### src/rtl/i2s_rx_deserializer.sv
// I2S receiver: synchronizes bclk/lrclk/d into clk, deserializes standard I2S
// framing into stereo PCM pairs, and reports word length and framing faults.
module i2s_rx_deserializer #(
  parameter int unsigned DATA_W       = 24,
  parameter int unsigned MAX_BITS     = 32,
  parameter int unsigned SYNC_STAGES  = 2,
  parameter int unsigned BCLK_TIMEOUT = 1024
) (
  input  logic              clk,
  input  logic              reset,
  input  logic              enable,
  input  logic              i2s_bclk,
  input  logic              i2s_lrclk,
  input  logic              i2s_d,
  output logic [DATA_W-1:0] left_data,
  output logic [DATA_W-1:0] right_data,
  output logic              pcm_valid,
  output logic [7:0]        bit_cnt,
  output logic              frame_err,
  output logic              sync_lost
);

  localparam int unsigned CNT_W = 8;
  localparam int unsigned IDX_W = (DATA_W > 1) ? $clog2(DATA_W) : 1;
  localparam int unsigned TMO_W = $clog2(BCLK_TIMEOUT + 1);

  typedef enum logic [1:0] {IDLE, ALIGN, LEFT, RIGHT} state_t;

  state_t state_q, state_d;

  logic [SYNC_STAGES-1:0] bclk_sync, lr_sync, d_sync;
  logic                   bclk_q, lr_prev_q, en_q;
  logic [CNT_W-1:0]       cnt_q, cnt_d;
  logic [DATA_W-1:0]      sh_q, sh_d;
  logic [DATA_W-1:0]      left_word_q, left_word_d;
  logic [TMO_W-1:0]       tmo_q, tmo_d;

  // Registered word-close events feeding the output stage
  logic                   close_q, short_q, pair_q, ovf_q, tmo_hit_q;
  logic [CNT_W-1:0]       close_n_q;
  logic [DATA_W-1:0]      pair_l_q, pair_r_q;

  logic                   bclk_s, lr_s, d_s, bedge_c, trans_c, en_rise_c;
  logic                   close_c, pair_c, ovf_c, tmo_hit_c;
  logic [CNT_W-1:0]       n_c;
  logic [DATA_W-1:0]      word_c;
  logic [IDX_W-1:0]       bit_idx_c;

  assign bclk_s    = bclk_sync[SYNC_STAGES-1];
  assign lr_s      = lr_sync[SYNC_STAGES-1];
  assign d_s       = d_sync[SYNC_STAGES-1];
  assign bedge_c   = bclk_s & ~bclk_q;
  assign trans_c   = bedge_c & (lr_s != lr_prev_q);
  assign en_rise_c = enable & ~en_q;
  assign bit_idx_c = IDX_W'(CNT_W'(DATA_W - 1) - cnt_q);

  // Input synchronizers and bclk edge history
  always_ff @(posedge clk) begin
    if (reset) begin
      bclk_sync <= '0;
      lr_sync   <= '0;
      d_sync    <= '0;
      bclk_q    <= 1'b0;
    end else begin
      bclk_sync[0] <= i2s_bclk;
      lr_sync[0]   <= i2s_lrclk;
      d_sync[0]    <= i2s_d;
      for (int i = 1; i < int'(SYNC_STAGES); i++) begin
        bclk_sync[i] <= bclk_sync[i-1];
        lr_sync[i]   <= lr_sync[i-1];
        d_sync[i]    <= d_sync[i-1];
      end
      bclk_q <= bclk_s;
    end
  end

  // State, word assembly and watchdog registers
  always_ff @(posedge clk) begin
    if (reset) begin
      state_q     <= IDLE;
      cnt_q       <= '0;
      sh_q        <= '0;
      left_word_q <= '0;
      tmo_q       <= '0;
      lr_prev_q   <= 1'b0;
      en_q        <= 1'b0;
    end else begin
      state_q     <= state_d;
      cnt_q       <= cnt_d;
      sh_q        <= sh_d;
      left_word_q <= left_word_d;
      tmo_q       <= tmo_d;
      en_q        <= enable;
      if (bedge_c) lr_prev_q <= lr_s;
    end
  end

  // Next-state, bit assembly and event decode
  always_comb begin
    state_d     = state_q;
    cnt_d       = cnt_q;
    sh_d        = sh_q;
    left_word_d = left_word_q;
    tmo_d       = tmo_q;
    close_c     = 1'b0;
    pair_c      = 1'b0;
    ovf_c       = 1'b0;
    tmo_hit_c   = 1'b0;
    n_c         = (cnt_q == '1) ? cnt_q : cnt_q + CNT_W'(1);
    word_c      = sh_q;
    if (cnt_q < CNT_W'(DATA_W)) word_c[bit_idx_c] = d_s;

    // The transition bedge carries the old word's LSB; the new word starts empty
    if (bedge_c) begin
      if (trans_c) begin
        cnt_d = '0;
        sh_d  = '0;
      end else begin
        cnt_d = n_c;
        sh_d  = word_c;
      end
    end

    if (bedge_c || !(state_q == LEFT || state_q == RIGHT)) tmo_d = '0;
    else                                                    tmo_d = tmo_q + TMO_W'(1);

    if (!enable) begin
      state_d = IDLE;
    end else begin
      case (state_q)
        IDLE:  state_d = ALIGN;
        ALIGN: if (trans_c && !lr_s) state_d = LEFT;
        LEFT, RIGHT: begin
          if (trans_c) begin
            close_c = 1'b1;
            if (state_q == LEFT) begin
              left_word_d = word_c;
              state_d     = RIGHT;
            end else begin
              pair_c  = 1'b1;
              state_d = LEFT;
            end
          end else if (bedge_c && cnt_q == CNT_W'(MAX_BITS)) begin
            ovf_c   = 1'b1;
            state_d = ALIGN;
          end else if (!bedge_c && tmo_q == TMO_W'(BCLK_TIMEOUT - 1)) begin
            tmo_hit_c = 1'b1;
            state_d   = ALIGN;
          end
        end
        default: state_d = IDLE;
      endcase
    end
  end

  // Event stage: one clk after the closing bedge
  always_ff @(posedge clk) begin
    if (reset) begin
      close_q   <= 1'b0;
      close_n_q <= '0;
      short_q   <= 1'b0;
      pair_q    <= 1'b0;
      pair_l_q  <= '0;
      pair_r_q  <= '0;
      ovf_q     <= 1'b0;
      tmo_hit_q <= 1'b0;
    end else begin
      close_q   <= close_c;
      close_n_q <= n_c;
      short_q   <= close_c && (n_c < CNT_W'(DATA_W));
      pair_q    <= pair_c;
      ovf_q     <= ovf_c;
      tmo_hit_q <= tmo_hit_c;
      if (pair_c) begin
        pair_l_q <= left_word_q;
        pair_r_q <= word_c;
      end
    end
  end

  // Output registers; data and bit_cnt hold while disabled
  always_ff @(posedge clk) begin
    if (reset) begin
      left_data  <= '0;
      right_data <= '0;
      pcm_valid  <= 1'b0;
      bit_cnt    <= '0;
      frame_err  <= 1'b0;
      sync_lost  <= 1'b0;
    end else begin
      pcm_valid <= pair_q & enable;
      sync_lost <= tmo_hit_q;
      if (pair_q && enable) begin
        left_data  <= pair_l_q;
        right_data <= pair_r_q;
      end
      if (close_q && enable) bit_cnt <= close_n_q;
      if (en_rise_c)                frame_err <= 1'b0;
      else if (short_q || ovf_q)    frame_err <= 1'b1;
    end
  end

endmodule

### config.mk
export PLATFORM = sky130hd
export DESIGN_NAME = i2s_rx_deserializer
export DESIGN_NICKNAME = d
export VERILOG_FILES = /design/src/rtl/i2s_rx_deserializer.sv
export SDC_FILE = /design/constraint.sdc
export NUM_CORES = 1
export LEC_CHECK = 0
export CAP_MARGIN = 20
export CORE_ASPECT_RATIO = 0.8
export CORE_MARGIN = 8
export CORE_UTILIZATION = 40
export CTS_CLUSTER_SIZE = 16
export DETAILED_ROUTE_END_ITERATION = 10
export GPL_ROUTABILITY_DRIVEN = 0
export HOLD_SLACK_MARGIN = 0.15
export PLACE_DENSITY_LB_ADDON = 0.12
export RECOVER_POWER = 25
export SLEW_MARGIN = 20
export SYNTH_ARGS = -nofsm -noshare
export SYNTH_HDL_FRONTEND = slang
export SYNTH_SLANG_ARGS = --single-unit
### constraint.sdc
create_clock -name clk -period 5.05 [get_ports clk]
set_input_delay 1.515 -clock clk [delete_from_list [all_inputs] [get_ports clk]]
set_output_delay 1.515 -clock clk [all_outputs]
set_load 0.02 [all_outputs]
==> Word level (Yosys, flattened, before mapping) <==
Cells that the tools add are included.
{ "op_classes": {"add_sub_neg": 3, "n_lt_le_gt_ge": 4, "eq_ne": 9, "muxes": 22, "bitwise_logic": 8, "n_reduce_logical": 22} }
{ "ops": {"columns": ["op", "n"], "rows": [
  ["$mux W24", 2],
  ["$bwmux W24", 1],
  ["$lt A8 B5 Y1 const B", 2],
  ["$mux W8", 2],
  ["$add A11 B1 Y11 const B", 1],
  ["$eq A11 B10 Y1 const B", 1],
  ["$mux W1", 11],
  ["$add A8 B1 Y8 const B", 1],
  ["$eq A8 B6 Y1 const B", 1],
  ["$eq A8 B8 Y1 const B", 1],
  ["$mux W2", 4],
  ["$reduce_or A2 Y1", 4],
  ["$logic_and A1 B1 Y1", 7],
  ["$lt A5 B6 Y1 const B", 1],
  ["$pmux W2 S3", 1],
  ["$demux W1 S5", 1],
  ["$ge A5 B1 Y1 const B", 1],
  ["$reduce_or A5 Y1", 1],
  ["$sub A5 B5 Y5 const A", 1],
  ["$and A1 B1 Y1", 4],
  ["$eq A2 B2 Y1 const B", 2],
  ["$ne A4 B4 Y1 const B", 1],
  ["$not A1 Y1", 4],
  ["$reduce_and A4 Y1", 1],
  ["other kinds (8)", 12]
]} }
{ "totals": {"ff_bits": 198, "inputBits": 6, "output_inout_bits": 59, "elab_cells": 93} }

==> Depth between registers and ports, before layout <==
Gate-level depths: netlist (run 1).
{ "depth": {"word_depth": 8, "ltp_mapped": 7, "mapped_depth_nobuf": 6} }

==> Worst setup path before layout (run 1) <==
OpenSTA, ideal clock, no wires.
{ "synth_timing": {"kind": "input to register", "from": "in enable", "to": "reg pair_l_q[10]", "setup_ps": 132, "arrival_time_ps": 2417, "t_required_ps": 4918, "slack_ps": 2501, "stages": 6, "path_buffers": 2, "path_cell_list": "nand2_1 or3_1 clkbuf_1 buf_2 nand2_1 a21oi_1"} }
{ "synth_via": {"elab_chain_cells": 1} }
{ "synth_lines": {"columns": ["element", "line", "source"], "rows": [
  ["from (decl)", "11", "input logic enable,"],
  ["$mux W1", "127", "if (!enable) begin"],
  ["to (signal assigned)", "175", "pair_l_q <= left_word_q;"],
  ["to (decl)", "41", "logic [DATA_W-1:0] pair_l_q, pair_r_q;"]
]} }
No other way between the ends.
A chain may end at the register's enable or synchronous reset.

==> Worst setup path after layout (run 1) <==
{ "layout_timing": {"from": "in reset", "to": "reg left_word_q[23]"} }
{ "layout_lines": {"columns": ["element", "line", "source"], "rows": [
  ["from (decl)", "10", "input logic reset,"],
  ["to (signal assigned)", "91", "left_word_q <= left_word_d;"],
  ["to (decl)", "35", "logic [DATA_W-1:0] left_word_q, left_word_d;"]
]} }
No word-level cell between the ends.

==> results of run 1 <==
-- synthesized netlist by cell type (7+ instances only) --
library cell,n,area [µm²]
nor2b_1,14,87.6
buf_2,20,100
o21ai_0,19,95.1
a211oi_1,55,413
nand2_1,198,743
nor3_1,9,45.0
a21oi_1,108,541
clkbuf_1,46,173
mux2i_1,24,240
a31oi_1,13,81.3
inv_1,7,26.3
dfxtp_1,198,3960
nor2_1,78,293
nand3_1,47,235
-- area by class of cell --
type,instances,area (µm²),area share
clock buffer,17,425,0.0466
clock inverter,15,178,0.0195
inverter,7,26.3,0.00288
multi-input combinational,642,3450,0.378
sequential,198,3960,0.434
tap,258,323,0.0353
timing repair buffer,80,766,0.0838
-- layer usage --
| layer | up-vias | share of wire | GRT usage |
|---|---|---|---|
| met1 | 2923 | 0.51 | 0.231 |
| met3 | 6 | 0.055 | 0.0441 |
| li1 | 3215 | - | - |
| met4 | 0 | 0.0060 | 0.0343 |
| met5 | - | 0 | 0 |
| met2 | 113 | 0.42 | 0.232 |
-- stage by stage --
step | power, mW | cell area [µm²]
detailed placement | 1.67 | 8540
global placement | 1.67 | 8540
global route | 3.11 | 9130
CTS | 3.03 | 9140
finish | 2.99 | 9130
floorplan | 1.65 | 7740
-- sequential cells by signal, summed over array words and instances, names as in the netlist, 2 cells and up --
register and count:
bclk_sync 2, left_word_q 24, right_data 24, state_q 2
cnt_q 8, tmo_q 11, sh_q 24, pair_r_q 24
close_n_q 8, d_sync 2, bit_cnt 8, pair_l_q 24
left_data 24, lr_sync 2
-- power groups by stage --
stage	clock network [mW]	logic [mW]	registers, mW
floorplan	0	0.0457	1.60
global placement	0	0.0648	1.61
detailed placement	0	0.0639	1.61
CTS	1.40	0.0644	1.57
global route	1.46	0.0692	1.57
finish	1.36	0.0637	1.57
-- worst register-to-register path, delay by kind of cell, from the launching register on --
family	cells	cell delay [ns]
and+or+nand+nor	2	1.53
AOI/OAI and AO/OA	2	0.47
DFF	1	0.32
-- path summary, 6_finish.rpt --
kind                                   to  cells past startpoint  slack [ns]
min reg2reg           tmo_q[0]$_SDFF_PP0_                      1        0.44
max reg2reg         cnt_q[2]$_SDFFE_PP0P_                      4        2.63
min                   tmo_q[0]$_SDFF_PP0_                      1        0.44
max          left_word_q[23]$_SDFFE_PP0P_                      3        1.14
-- kinds of logic after synthesis --
group	Yosys count	synth area share
simple gates	393	0.230
compound gates	207	0.159
flops	198	0.512
buf+inv	81	0.0439
mux	25	0.0325
xor+xnor	12	0.0145
fa+ha+maj	5	0.00808
==> results.json, run 1 <==
{
  "r2r-start": "bclk_q$_SDFF_PP0_",
  "placed_cells_incl_taps": 1185,
  "syn2layout_area_growth_pct": 17.9,
  "skew_ns": 0.0149,
  "cpMostUsedCell": "clkbuf_2",
  "syn-num-nets": 932,
  "setup_viol": 0,
  "synth_ff_type": "dfxtp_1",
  "cts_sinks": 198,
  "die_w_um": 172,
  "path_class": "input pin to register",
  "p_sw_mw": 0.740,
  "cpPeakStageDelay_ns": 1.46,
  "post-route-util": 0.481,
  "cp_max_fo": 104,
  "layout_common_cells": "198 x nand2_1, 198 x dfxtp_1, 108 x a21oi_1, 77 x nor2_1, 63 x clkdlybuf4s50_1",
  "ant_nets": 0,
  "clk_pin_slew_ns": 0.08,
  "vias": 6257,
  "drtIter0Drc": 564,
  "start_util": 0.408,
  "synth_area_per_cell_um2": 8.41,
  "synth_edf_count": 0,
  "fin_crit_ns": 3.91,
  "violations": "capacitance limit, slew limit",
  "hp-class": "register to register",
  "clock_latency_ns": 0.43,
  "clockBufferDepth": 2,
  "gr-total-overflow": 0,
  "hpwlAfterDp_um": 11800,
  "finalCritPeriodShare": 0.775,
  "cp-start-kind": "input pin",
  "cp_slowest_cell": "clkbuf_2",
  "die_area_mm2": 0.0241,
  "p_int_mw": 2.25,
  "grt_max_degree": 105,
  "vias_per_cell": 5.14,
  "startpoint": "reset",
  "track_usage": 0.160,
  "endpoint_kind": "register",
  "post_cts_buffers": 0,
  "drt_first_pass_iters": 5,
  "async_flop_share": 0,
  "clockPowerShare": 0.454,
  "p_comb_frac": 0.021,
  "syn_area_mm2": 0.00774,
  "synth_cell_types": 48,
  "cap_violations": 1,
  "ys_seq_area_frac": 0.512,
  "drive_above_1_share": 0.0605,
  "critPathTopFamily": "buffers and inverters",
  "num_rows": 45,
  "die_height_um": 140,
  "antenna_found_initial": 0,
  "pin_count": 65,
  "portBuffers": 64,
  "cts_tree": "yes",
  "hold_viol": 0,
  "htreeDepth": 4,
  "yosysWarnings": 0,
  "power_leakage_nw": 3.00,
  "p_per_area_mw_per_mm2": 328,
  "syn_inst": 921,
  "fin_tns_setup_ns": 0,
  "cp_cell_sequence": "clkbuf_2 > clkbuf_2 > a211oi_1",
  "drc_errors": 0,
  "dp_slack_ns": 1.38,
  "whs_ns": 0.440,
  "outcome": "complete, but fails checks",
  "drt-total-wl_um": 18900,
  "ir_worst_vdd_mv": 0.212,
  "coreArea_mm2": 0.0190,
  "slew_headroom": -0.457,
  "fmax_mhz": 256,
  "yosys_register_bits": 198,
  "cp_num_buf_inv": 2,
  "tightest_slew_ns": 2.19,
  "cts-resized-gates": 0,
  "root_buffer": "clkbuf_16",
  "ctsHoldBuffers": 0,
  "power_frac_seq": 0.525,
  "swShare": 0.247,
  "grt_pass1_wl_um": 31300,
  "cts_made_buffers": 17,
  "min-delay-start": "tmo_q[0]$_SDFF_PP0_",
  "critical_path_required_ns": 5.31,
  "instances_no_fill": 1217,
  "antenna_cells": 0,
  "wire_per_inst_um": 15.5,
  "fin_ws_ns": 1.14,
  "grt_pass1_vias": 5862,
  "finalNetCount": 957,
  "cp.arrival_ns": 4.18,
  "nFillCells": 1875,
  "rsz0062_at_grt": "no",
  "drv_slew": 105
}
Power figures use the tool's default switching activity.
==> inputs of run 2 (changes only) <==
==> constraint.sdc (replaced) <==
create_clock -name clk -period 3.5 [get_ports clk]
set_input_delay 1.05 -clock clk [delete_from_list [all_inputs] [get_ports clk]]
set_output_delay 1.05 -clock clk [all_outputs]
set_load 0.02 [all_outputs]
==> run 2 against run 1 <==
- the flow still finishes with violations (capacitance limit, slew limit)
- clock skew is 0.0032 ns lower
- register-to-register slack got worse by 1.4 ns
- critical path depth increased by 1
- sequential power rose by 44%
- count of clock-buffer cells in the layout unchanged
- highest routed layer unchanged
==> results.json, run 2 (synthesized netlist as in run 1, its figures left out) <==
{
  "hp-class": "register to register",
  "pin_count": 65,
  "power_frac_seq": 0.529,
  "dp_slack_ns": 0.500,
  "wl_met2_um": 7530,
  "swShare": 0.243,
  "portBuffers": 64,
  "grt_pass1_vias": 5755,
  "nFillCells": 1898,
  "coreArea_mm2": 0.0190,
  "drc_errors": 0,
  "wire_per_inst_um": 15.3,
  "regToRegSetupSlack_ns": 1.21,
  "endpoint_kind": "register",
  "power_mw": 4.28,
  "antenna_cells": 0,
  "setup_viol": 0,
  "cts_sinks": 198,
  "cts_made_buffers": 17,
  "drt_first_pass_iters": 5,
  "p_sw_mw": 1.04,
  "top_layer_used": "met4",
  "die_w_um": 172,
  "fin_ws_ns": 0.747,
  "fin_crit_ns": 2.75,
  "startpoint": "reset",
  "hold_path_end": "lr_sync[1]$_SDFF_PP0_",
  "gr-total-overflow": 0,
  "outcome": "complete, but fails checks",
  "cp_max_fo": 82,
  "clockBufferDepth": 2,
  "clockPowerShare": 0.448,
  "post_cts_buffers": 0,
  "cp-start-kind": "input pin",
  "reg2regPathDepth": 5,
  "multiInputGateArea_mm2": 0.00345,
  "p_per_area_mw_per_mm2": 468,
  "antenna_found_initial": 0,
  "track_usage": 0.160,
  "whs_path_depth": 1,
  "drtIter0Drc": 555,
  "critical_path_required_ns": 3.81,
  "fmax_mhz": 363,
  "finalNetCount": 960,
  "power_leakage_nw": 3.01,
  "clk_pin_slew_ns": 0.08,
  "ant_nets": 0,
  "min-delay-start": "lr_sync[0]$_SDFF_PP0_",
  "syn2layout_area_growth_pct": 18.1,
  "vias": 6254,
  "tightest_slew_ns": 1.75,
  "p_comb_frac": 0.023,
  "root_buffer": "clkbuf_16",
  "finalCritPeriodShare": 0.787,
  "p_int_mw": 3.24,
  "clock_latency_ns": 0.44,
  "drive_above_1_share": 0.0613,
  "slew_headroom": -0.164,
  "wl_met1_um": 9920,
  "met3WireLength_um": 1020,
  "num_rows": 45,
  "start_util": 0.408,
  "cts_tree": "yes",
  "cap_violations": 1,
  "cp.arrival_ns": 3.06,
  "hpwlAfterDp_um": 11800,
  "regToRegEndpoint": "left_word_q[4]$_SDFFE_PP0P_",
  "drt-total-wl_um": 18600,
  "cts-resized-gates": 0,
  "ctsHoldBuffers": 0,
  "die_area_mm2": 0.0241,
  "htreeDepth": 4,
  "die_height_um": 140,
  "drv_slew": 82,
  "hold_viol": 0,
  "skew_ns": 0.0117,
  "fin_tns_setup_ns": 0,
  "path_class": "input pin to register",
  "violations": "capacitance limit, slew limit",
  "layout_common_cells": "198 x nand2_1, 198 x dfxtp_1, 108 x a21oi_1, 78 x nor2_1, 63 x clkdlybuf4s50_1",
  "grt_max_degree": 83,
  "vias_per_cell": 5.13,
  "grt_pass1_wl_um": 31200,
  "ir_worst_vdd_mv": 0.266,
  "rsz0062_at_grt": "no",
  "r2r-start": "cnt_q[4]$_SDFFE_PP0P_",
  "seq_area_mm2": 0.00396
}
-- run 2: through the flow --
stage               instance area [µm²]  utilization  instances  hold WS (ns)
CTS                                9160        0.483       1220         0.442
global route                       9150        0.482       1220         0.458
global placement                   8570        0.452       1188         0.417
finish                             9150        0.482       1220         0.437
detailed placement                 8570        0.452       1188         0.425
floorplan                          7740            -        921         0.413
-- run 2: worst max-delay path, stage by stage --
cell	delay [ns]
clkbuf_2	1.23
buf_4	0.52
nand3b_1	0.15
o21ai_0	0.07
-- run 2: power by group through the flow --
stage | Combinational [mW] | Sequential (mW) | Clock (mW)
finish | 0.0986 | 2.26 | 1.92
global route | 0.110 | 2.26 | 2.06
CTS | 0.100 | 2.26 | 1.96
detailed placement | 0.100 | 2.32 | 0
global placement | 0.100 | 2.32 | 0
floorplan | 0.0659 | 2.31 | 0
-- run 2: how the worst max path moves through the flow --
stage | end | cells past startpoint
floorplan | pair_l_q[10]$_SDFFE_PP0P_ | 6
global placement | pair_l_q[7]$_SDFFE_PP0P_ | 5
detailed placement | pair_l_q[3]$_SDFFE_PP0P_ | 5
CTS | pair_l_q[4]$_SDFFE_PP0P_ | 5
global route | sh_q[17]$_SDFFE_PP0P_ | 4
finish | sh_q[17]$_SDFFE_PP0P_ | 4
-- run 2: area by class of cell --
class / instances / share of cell area
Clock buffer: 17 / 0.0465
Timing Repair Buffer: 83 / 0.0874
Sequential cell: 198 / 0.433
Tap cell: 258 / 0.0353
Multi-Input combinational cell: 642 / 0.377
Clock inverter: 15 / 0.0175
Inverter: 7 / 0.00287
-- run 2: routing by layer --
metal  global-route usage  up-vias
li1                     -     3217
met1                0.245     2893
met2                0.218      130
met3               0.0390       14
met4               0.0384        0
met5                    0        -
==> patch 1, RTL diff (settings of run 2) <==
Reset style: asynchronous (`reset`), changed in 4 clocked blocks.
--- a/src/rtl/i2s_rx_deserializer.sv
+++ b/src/rtl/i2s_rx_deserializer.sv
@@ -55,7 +55,7 @@
   assign bit_idx_c = IDX_W'(CNT_W'(DATA_W - 1) - cnt_q);
 
   // Input synchronizers and bclk edge history
-  always_ff @(posedge clk) begin
+  always_ff @(posedge clk or posedge reset) begin
     if (reset) begin
       bclk_sync <= '0;
       lr_sync   <= '0;
@@ -75,7 +75,7 @@
   end
 
   // State, word assembly and watchdog registers
-  always_ff @(posedge clk) begin
+  always_ff @(posedge clk or posedge reset) begin
     if (reset) begin
       state_q     <= IDLE;
       cnt_q       <= '0;
@@ -154,7 +154,7 @@
   end
 
   // Event stage: one clk after the closing bedge
-  always_ff @(posedge clk) begin
+  always_ff @(posedge clk or posedge reset) begin
     if (reset) begin
       close_q   <= 1'b0;
       close_n_q <= '0;
@@ -179,7 +179,7 @@
   end
 
   // Output registers; data and bit_cnt hold while disabled
-  always_ff @(posedge clk) begin
+  always_ff @(posedge clk or posedge reset) begin
     if (reset) begin
       left_data  <= '0;
       right_data <= '0;
Behaviour: differs if reset is asserted again (counterexample within 10 cycles, from zero or initial values and one cycle with reset high); with reset held inactive, the same outputs for 10 cycles.
==> patch 1 against run 2 <==
- setup slack improved by 0.063 ns
- cell area rose by 5.5%
- wire length fell by 15%
- synthesized area rose by 4.1%
- sequential cell count did not move
- synthesized cell count fell by 39%
- register-to-register slack improved by 0.03 ns
- critical path type is now primary input to asynchronous set/reset pin
Power is not compared: it rests on default switching activity, and its combinational part moved more than twofold at a synthesized area within 25%.
==> patch 1: results (changes against run 2) <==
synth_cell_types: 47  # -2.1%
vias: 4615  # -26%
wl_per_cell_microns: 17.6  # +15%
layout.cells.non_filler: 899  # -26%
holdPathEnd: "d_sync[1]"
place_hpwl_microns: 10400  # -12%
use_met3_pct: 4.46  # +0.56 points
grt_max_degree: 85  # +2.4%
cp_max_fo: 84  # +2.4%
drive_above_1_share_pct: 32.1  # +26 points
place_area_sq_mm: 0.00900  # +5.1%
whs_ns: 0.348  # -0.0887 ns
first_global_vias: 4948  # -14%
synth_common_cells: "dfrtp_1 (198), mux2_2 (144), nand2_1 (31)"
clock_skew_ns: 0.00875  # -0.00295 ns
cap_violations: 0  # -1
synth-seq-area-share_pct: 61.4  # +10 points
cp_slowest_cell: "clkbuf_4"
grt_util_met2_pct: 20.1  # -1.6 points
grt_use_total_pct: 13.5  # -2.5 points
reg2reg_from: "bclk_q"
drtIter0Drc: 303  # -45%
status: "complete, no violations"
grt_pass1_wl_microns: 26700  # -14%
first_pass_iters: 4  # -1
final_nets: 633  # -34%
-- patch 1: cell type report --
class,count,area (sq um)
well taps,264,330
fillers,1777,10200
clock buffers,21,450
inverters,8,31.3
flip-flops and latches,198,4950
multi-input cells,324,2930
repair buffers,73,733
clock inverters,11,220
-- patch 1: power groups by stage --
| stage | Clock, mW | Combinational, mW | Sequential, mW |
|---|---|---|---|
| 6_report | 2.21 | 0.261 | 2.37 |
| 3_5_place_dp | 0 | 0.271 | 2.42 |
| 3_3_place_gp | 0 | 0.267 | 2.41 |
| 2_1_floorplan | 0 | 0.197 | 2.39 |
| 5_1_grt | 2.38 | 0.296 | 2.38 |
| 4_1_cts | 2.28 | 0.272 | 2.37 |
-- patch 1: kinds of logic (layout without fill, tap and decap cells) --
logic type,count (synthesis),count (layout),synth area share [%]
AO/OA/AOI/OAI,55,55,5.27
AND/OR/NAND/NOR,99,99,7.01
XOR/XNOR,12,12,1.40
buffers and inverters,39,113,2.33
multiplexers,153,153,21.8
adder cells (fa/ha/maj),5,5,0.776
flip-flops,198,198,61.4
-- patch 1: worst max path at each step --
stage	endpoint	depth (start not counted)
after floorplan	bclk_q	1
after global placement	left_word_q[6]	5
after detailed placement	left_word_q[11]	5
after CTS	left_word_q[3]	5
after global routing	cnt_q[6]	3
final	pair_l_q[8]	3
-- patch 1: per-layer routing --
layer | wire length [microns] | vias to the layer above
met5 | 0 | -
li1 | - | 2128
met1 | 7880 | 2377
met4 | 144 | 0
met3 | 759 | 9
met2 | 7040 | 101
-- patch 1: metrics by stage --
stage          setup WS, ns  util [%]
6_report              0.810      48.7
5_1_grt               0.472      48.7
4_1_cts               0.961      48.9
3_5_place_dp          0.504      45.5
3_3_place_gp          0.572      45.5
2_1_floorplan        -0.110         -
==> patch 2, RTL diff (settings of run 2) <==
Made on the original files. The parameter `BCLK_TIMEOUT` goes from 1024 to 2048.
--- a/src/rtl/i2s_rx_deserializer.sv
+++ b/src/rtl/i2s_rx_deserializer.sv
@@ -4,7 +4,7 @@
   parameter int unsigned DATA_W       = 24,
   parameter int unsigned MAX_BITS     = 32,
   parameter int unsigned SYNC_STAGES  = 2,
-  parameter int unsigned BCLK_TIMEOUT = 1024
+  parameter int unsigned BCLK_TIMEOUT = 2048
 ) (
   input  logic              clk,
   input  logic              reset,
Function: no difference found for any inputs over 10 cycles, from zero or initial values and one cycle with reset high; that may be too few to reach the edited logic, so the function may still have changed.
==> patch 2 against run 2 <==
- sequential share of layout area decreased by 0.79 points
- wire length decreased by 0.96%
- sequential cell count increased by 1
- register-to-register slack got worse by 0.10 ns
- cell area increased by 2.4%
- core utilization decreased by 0.63 points
- clock skew increased by 0.0049 ns
- power increased by 4.2%
- hold slack improved by 0.0086 ns
- first-iteration DRC count decreased by 23%
- setup slack improved by 0.021 ns
- synthesized area increased by 3.0%
- final cell count increased by 0.16%
- count of clock-buffer cells in the layout unchanged
==> patch 2: results (changes against run 2) <==
synthTopCellsByArea: "dfxtp_1 (50%), nand2_1 (10%), a21oi_1 (5.9%)"
yosys.area_share.adder_pct: 0.784  # -0.024 points
syn_nets: 926  # -0.64%
grt_max_degree: 74  # -11%
final_nets: 956  # -0.42%
syn_area_per_cell_sq_um: 8.72  # +3.7%
buf_share_pct: 8.34  # -0.40 points
synth_cell_types: 55  # +15%
synth_xor_area_share_pct: 1.52  # +0.067 points
ys_seq_elements: 199  # +0.51%
finalWirelength_microns: 18400  # -0.96%
m1WireLength_microns: 10100  # +1.3%
clock_area_share_pct: 6.77  # +0.37 points
synth.area.mux_share_pct: 2.51  # -0.74 points
dp.cells: 1190  # +0.17%
num-nonclk-buffers: 80  # -3.6%
cp_max_fo: 73  # -11%
wl_met3_microns: 733  # -28%
wl_per_cell_microns: 15.1  # -1.1%
first_global_vias: 5593  # -2.8%
synth_compound_area_share_pct: 16.4  # +0.43 points
hold_start: "close_n_q[6]"
grt_pass1_wl_microns: 30400  # -2.5%
drtIter0Drc: 429  # -23%
synth-seq-area-share_pct: 49.9  # -1.2 points
grt_util_met2_pct: 20.8  # -0.91 points
status: "complete, no violations"
clock_skew_ns: 0.0166  # +0.00488 ns
synth_common_cells: "nand2_1 (213), dfxtp_1 (199), a21oi_1 (94)"
==> patch 2: cell types whose count changed after synthesis, moves of 6 or more <==
cell / run 2 / this run
a211oi_2: 0 / 27
a21oi_1: 108 / 94
o21ai_0: 19 / 9
buf_4: 1 / 9
a211oi_1: 55 / 22
nand2_1: 198 / 213
nand3_1: 47 / 53
a31oi_1: 13 / 21
buf_2: 20 / 10
clkbuf_1: 46 / 40
==> patch 2: worst paths after layout <==
| check | slack [ns] | cells after the start | to |
|---|---|---|---|
| setup reg to reg | 1.11 | 6 | left_word_q[19] |
| hold / removal | 0.45 | 2 | bit_cnt[6] |
| setup / recovery | 0.77 | 3 | close_n_q[2] |
| hold reg to reg | 0.45 | 2 | bit_cnt[6] |
==> patch 2: power breakdown <==
| group | switching, mW | leakage (nW) | internal (mW) | total [mW] |
|---|---|---|---|---|
| Combinational | 0.0692 | 1.12 | 0.0222 | 0.0914 |
| Clock | 0.935 | 0.301 | 1.16 | 2.09 |
| Sequential | 0.00520 | 1.60 | 2.27 | 2.27 |
